File: src/rtl/dispatch_pkg.sv
// dispatch_pkg: FSM state encoding and default width constants shared by the channel dispatcher
package dispatch_pkg;
  typedef enum logic [1:0] {IDLE, ROUTE, DRAIN, DONE} state_t;
  localparam int CHANNEL_DEF = 4;
  localparam int DATA_WIDTH_DEF = 64;
  localparam int PKT_CNT_W_DEF = 16;
`ifdef DISPATCH_STATS_EN
  localparam bit STATS_EN = 1'b1;
`else
  localparam bit STATS_EN = 1'b0;
`endif
endpackage

File: src/rtl/rr_next_sel.sv
// rr_next_sel: next enabled channel strictly after sel (wrapping); ports mask, sel -> next_sel; returns sel when it is the only enabled channel
module rr_next_sel #(
  parameter int Channel = 4,
  parameter int SW = (Channel > 1) ? $clog2(Channel) : 1
) (
  input  logic [Channel-1:0] mask,
  input  logic [SW-1:0]      sel,
  output logic [SW-1:0]      next_sel
);
  logic [SW-1:0] idx;
  always_comb begin
    next_sel = sel;
    idx = '0;
    for (int k = Channel; k >= 1; k--) begin
      idx = SW'((int'(sel) + k) % Channel);
      if (mask[idx]) next_sel = idx;
    end
  end
endmodule

File: src/rtl/axis_channel_dispatch.sv
// axis_channel_dispatch: routes whole AXIS packets round-robin over the enabled output channels.
// Ports: s_axis_aclk/s_axis_aresetn (async active-low); i_start/i_ch_en/i_pkt_num job setup; i_tx_done downstream drained;
// s_axis_* single upstream stream; m_axis_* per-channel streams, channel i at [i*DATA_WIDTH+:DATA_WIDTH];
// o_busy, o_done, o_err status; o_word_cnt per-channel accepted-beat counters when DISPATCH_STATS_EN is defined.
module axis_channel_dispatch
  import dispatch_pkg::*;
#(
  parameter int Channel = CHANNEL_DEF,
  parameter int DATA_WIDTH = DATA_WIDTH_DEF,
  parameter int PKT_CNT_W = PKT_CNT_W_DEF
) (
  input  logic                          s_axis_aclk,
  input  logic                          s_axis_aresetn,
  input  logic                          i_start,
  input  logic [Channel-1:0]            i_ch_en,
  input  logic [PKT_CNT_W-1:0]          i_pkt_num,
  input  logic                          i_tx_done,
  output logic                          s_axis_tready,
  input  logic [DATA_WIDTH-1:0]         s_axis_tdata,
  input  logic                          s_axis_tlast,
  input  logic                          s_axis_tvalid,
  input  logic [Channel-1:0]            m_axis_tready,
  output logic [Channel*DATA_WIDTH-1:0] m_axis_tdata,
  output logic [Channel-1:0]            m_axis_tlast,
  output logic [Channel-1:0]            m_axis_tvalid,
  output logic                          o_busy,
  output logic                          o_done,
  output logic                          o_err
`ifdef DISPATCH_STATS_EN
  ,
  output logic [Channel*32-1:0]         o_word_cnt
`endif
);
  localparam int SW = (Channel > 1) ? $clog2(Channel) : 1;
  state_t state, state_nxt;
  logic [SW-1:0] sel, adv_sel, first_sel;
  logic [Channel-1:0] ch_en_r;
  logic [PKT_CNT_W-1:0] pkt_num_r, pkt_cnt;
  logic err_r, start_ok, fire, last_hs;
  assign start_ok = state == IDLE && i_start && |i_ch_en;
  assign fire = s_axis_tvalid && s_axis_tready;
  assign last_hs = fire && s_axis_tlast;
  // Searching after Channel-1 wraps to the lowest enabled channel of the incoming mask.
  rr_next_sel #(.Channel(Channel), .SW(SW)) u_first (.mask(i_ch_en), .sel(SW'(Channel - 1)), .next_sel(first_sel));
  rr_next_sel #(.Channel(Channel), .SW(SW)) u_adv (.mask(ch_en_r), .sel(sel), .next_sel(adv_sel));
  always_ff @(posedge s_axis_aclk or negedge s_axis_aresetn)
    if (!s_axis_aresetn) state <= IDLE;
    else state <= state_nxt;
  always_comb begin
    state_nxt = state;
    unique case (state)
      IDLE:  if (start_ok) state_nxt = (i_pkt_num == '0) ? DONE : ROUTE;
      ROUTE: if (last_hs && pkt_cnt == pkt_num_r - PKT_CNT_W'(1)) state_nxt = DRAIN;
      DRAIN: if (i_tx_done) state_nxt = DONE;
      DONE:  state_nxt = IDLE;
    endcase
  end
  // sel only moves on a tlast handshake, so a packet never straddles channels.
  always_ff @(posedge s_axis_aclk or negedge s_axis_aresetn)
    if (!s_axis_aresetn) begin
      sel <= '0;
      ch_en_r <= '0;
      pkt_num_r <= '0;
      pkt_cnt <= '0;
      err_r <= 1'b0;
    end else begin
      if (state == IDLE && i_start) err_r <= ~|i_ch_en;
      if (start_ok) begin
        ch_en_r <= i_ch_en;
        pkt_num_r <= i_pkt_num;
        pkt_cnt <= '0;
        sel <= first_sel;
      end else if (last_hs) begin
        pkt_cnt <= pkt_cnt + PKT_CNT_W'(pkt_cnt != '1);
        sel <= adv_sel;
      end
    end
  always_comb begin
    s_axis_tready = state == ROUTE && m_axis_tready[sel];
    m_axis_tvalid = (state == ROUTE && s_axis_tvalid) ? Channel'(1) << sel : '0;
    m_axis_tdata = {Channel{s_axis_tdata}};
    m_axis_tlast = {Channel{s_axis_tlast}};
    o_busy = state != IDLE;
    o_done = state == DONE;
    o_err = err_r;
  end
`ifdef DISPATCH_STATS_EN
  for (genvar c = 0; c < Channel; c++) begin : g_stat
    logic [31:0] cnt;
    always_ff @(posedge s_axis_aclk or negedge s_axis_aresetn)
      if (!s_axis_aresetn) cnt <= '0;
      else if (start_ok) cnt <= '0;
      else if (fire && sel == SW'(c) && cnt != '1) cnt <= cnt + 32'd1;
    assign o_word_cnt[c*32+:32] = cnt;
  end
`endif
endmodule

File: config.mk
export PLATFORM = sky130hd
export DESIGN_NAME = axis_channel_dispatch
export DESIGN_NICKNAME = d
export VERILOG_FILES = /design/src/rtl/dispatch_pkg.sv /design/src/rtl/rr_next_sel.sv /design/src/rtl/axis_channel_dispatch.sv
export SDC_FILE = /design/constraint.sdc
export NUM_CORES = 1
export LEC_CHECK = 0
export CORE_AREA = 2 2 141 143
export DETAILED_ROUTE_END_ITERATION = 10
export DIE_AREA = 0 0 143 145
export GPL_ROUTABILITY_DRIVEN = 0
export SLEW_MARGIN = 40
export SYNTH_ARGS = -nofsm -noshare
export SYNTH_HDL_FRONTEND = slang
export SYNTH_SLANG_ARGS = --single-unit
File: constraint.sdc
create_clock -name s_axis_aclk -period 6.1 [get_ports s_axis_aclk]
set_input_delay 1.22 -clock s_axis_aclk [delete_from_list [all_inputs] [get_ports s_axis_aclk]]
set_output_delay 1.22 -clock s_axis_aclk [all_outputs]
set_load 0.01 [all_outputs]
==> summary.md <==
| Metric | Value |
|---|---|
| Status | `complete, no violations` |
| Pwr dens | `387.6 nW/um^2` |
| WL/cell | `15.10 um` |
| Synth Instances | `539` |
| Num ports | `362` |
| Buffers and inverters on the worst path | `2` |
| Most numerous cell in the Yosys netlist | `buf_4` |
| Final critical delay including setup and external delays | `3.964 ns` |
| Leakage | `1.393 nW` |
| FF-to-FF path depth | `9` |
| # diodes | `0` |
| Top-area cell type share of the netlist area | `42.04%` |
| Synth area leader | `buf_4` |
| YS warnings | `0` |
| Drt initial violations | `68` |
| Worst setup EP type | `output pin` |
| Crit Path Max Fanout | `3` |
| Drt pass-1 iters | `4` |
| Clock buffer count from CTS | `5` |
| Root Buffer | `clkbuf_16` |
| Die area | `20,740 um^2` |
| Slew Limit Fails | `0` |
| Die Y | `145 um` |
| Layout area overhead | `-21.85%` |
| Fin util | `18.89%` |
| Fin cells | `584` |
| Layout cell share with drive strength beyond 1 | `10.34%` |
| Crit Path Category | `in2out` |
| CP cell instances | `clkdlybuf4s50_1 > mux4_2 > and2_1 > clkdlybuf4s50_1` |
| Core box area | `19,210 um^2` |
| Via density | `3.986` |
| Worst slew pin tran | `0.5538 ns` |
| Clock buffer depth | `2` |
| Ys flop type | `dfrtp_1` |
| Syn nets | `645` |
| Detail Route Antenna Nets | `0` |
| Gr usage total | `8.500%` |
| Final Hold Fails | `0` |
| Final wirelength | `8820 um` |
| Hold WC Path Type | `reg2reg` |
| Req. time, crit path | `4.88 ns` |
| Port buffer count | `41` |
| Drt drc | `0` |
| Global route overflow | `0` |
| Yosys reg bits | `41` |
| Number of global-route vias before repair | `2,440` |
| DR vias | `2,328` |
| Worst-Skew Late Latency | `0.29 ns` |
| Period utilization | `64.98%` |
| Fin Setup TNS | `0 ns` |
| Crit path DAT | `2.74 ns` |
| Crit-path slowest cell | `mux4_2` |
| Hold Path Depth | `2` |
| CTS tree | `yes` |
| Max Cap Violations | `0` |
| Filler cells | `2,108` |
| DIE WIDTH | `143 um` |
| Cell total after placement | `576` |
| Peak supply drop | `154.4 uV` |
| Startpoint types | `input pin` |
| Clk sinks | `41` |
| Slew headroom | `62.74%` |
| Final Setup Violations | `0` |
| Commonest cells in the netlist | `buf_4 (260), dfrtp_1 (41), nor2_1 (23)` |
| Cell family contributing the most delay on the critical path | `buffers and inverters` |
| Largest net degree at the start of global routing | `42` |
| CP most frequent cell | `clkdlybuf4s50_1` |
| Setup Skew | `0.005656 ns` |
| Initial antenna violation count | `0` |
| Top cells by area in the synthesized netlist | `buf_4 (42%), dfrtp_1 (22%), xnor2_1 (4.0%)` |
| Post-CTS setup buffers | `0` |
| Initial core utilization | `24.17%` |
| Critical path's largest stage delay | `0.48 ns` |
| Max Clk Rate | `0.2523 GHz` |
| # hold bufs at CTS | `0` |
| Number of library cell types mapped by synthesis | `53` |
| Final HPWL from detailed placement | `7135 um` |
| Net count, final | `424` |
| H-tree Lvls | `2` |
| Post-synthesis cell area | `4643 um^2` |
| Clk slew on worst S/H paths | `0.06 ns` |
| RSZ-0062 raised after global routing | `false` |
| First-pass GRT wire length | `13,700 um` |
| Seq/Total Area, Yosys | `22.10%` |
| EDFF count, synth | `0` |
| Post-CTS Resized | `0` |
| Asr flop ratio synth | `100.0%` |
| Syn Area/Cell | `8.614 um^2` |
| Crit path depth | `4` |
| Core Rows | `51` |
## cell families after synthesis
kind of cell / share of synthesized area, %
AOI/OAI and AO/OA: 5.444
xor gates and xnor gates: 6.225
adders and majority gates: 3.234
buffers and inverters: 44.09
DFF: 22.10
muxes: 5.902
and+or+nand+nor: 13.02
## final timing paths
| path | start | endpoint | slack [ns] |
|---|---|---|---|
| setup reg to reg | pkt_num_r[0]$_DFFE_PN0P_ | state[0]$_DFFE_PN0P_ | 3.52 |
| max in group asynchronous | s_axis_aresetn | pkt_num_r[3]$_DFFE_PN0P_ | 4.82 |
| setup / recovery | m_axis_tready[0] | s_axis_tready | 2.14 |
| hold / removal | o_err$_DFFE_PN0P_ | o_err$_DFFE_PN0P_ | 0.50 |
| hold reg to reg | o_err$_DFFE_PN0P_ | o_err$_DFFE_PN0P_ | 0.50 |
| min in group asynchronous | s_axis_aresetn | pkt_cnt[10]$_DFFE_PN0P_ | 0.91 |
## cell type report
cell class                      count  area, um^2  area share (%)
Timing Repair Buffer               43       450.4           12.41
Clock inverter                      3       65.06           1.793
Clock buffer                        5       125.1           3.448
Tap cell                          265       331.6           9.138
Sequential cell                    41        1026           28.28
Inverter                           14       52.55           1.448
Multi-Input combinational cell    213        1578           43.48
## layer usage
metal | GRT usage, % | routed length (um) | up-vias
met4 | 4.455 | 349 | 0
met5 | 1.003 | 0 | -
met3 | 5.512 | 1252 | 34
met1 | 8.163 | 2942 | 1057
li1 | - | - | 1076
met2 | 13.73 | 4276 | 161
## power by group
group	total, mW	internal (mW)	switching, mW
Clock	0.343	0.234	0.109
Sequential	0.500	0.359	0.141
Combinational	0.563	0.301	0.262
Total	1.41	0.894	0.512
## through the flow
stage	hold WS [ns]	power, mW	instance area [um^2]	worst slack [ns]
floorplan	0.4795	1.061	4643	3.002
global placement	0.4651	1.050	3393	2.127
detailed placement	0.4830	1.075	3438	2.134
CTS	0.5019	1.420	3628	2.134
global route	0.5299	1.519	3628	2.085
finish	0.5014	1.406	3628	2.136
## tightest hold or removal path: cells and delay by family (launching register included)
family | cells | cell delay (ns)
AOI/OAI and AO/OA | 1 | 0.06
and+or+nand+nor | 1 | 0.05
DFF | 1 | 0.35
## state kept, by name, summed over array words and instances, names as in the netlist
signal / cells
sel: 2
ch_en_r: 4
pkt_num_r: 16
o_err: 1
state: 2
pkt_cnt: 16
## cells in the final DEF, fill, tap and decap left out, drive strengths merged, types with 6 or more instances in the layout
cell,n
and3,6
mux2i,6
nor4,7
nand2,22
xnor2,21
dfrtp,41
nand4,8
xor2,12
ha,12
o21ai,13
clkdlybuf4s50,40
mux2,17
nor2,23
inv,14
a21oi,12
nor3,11
Power figures use the tool's default switching activity.
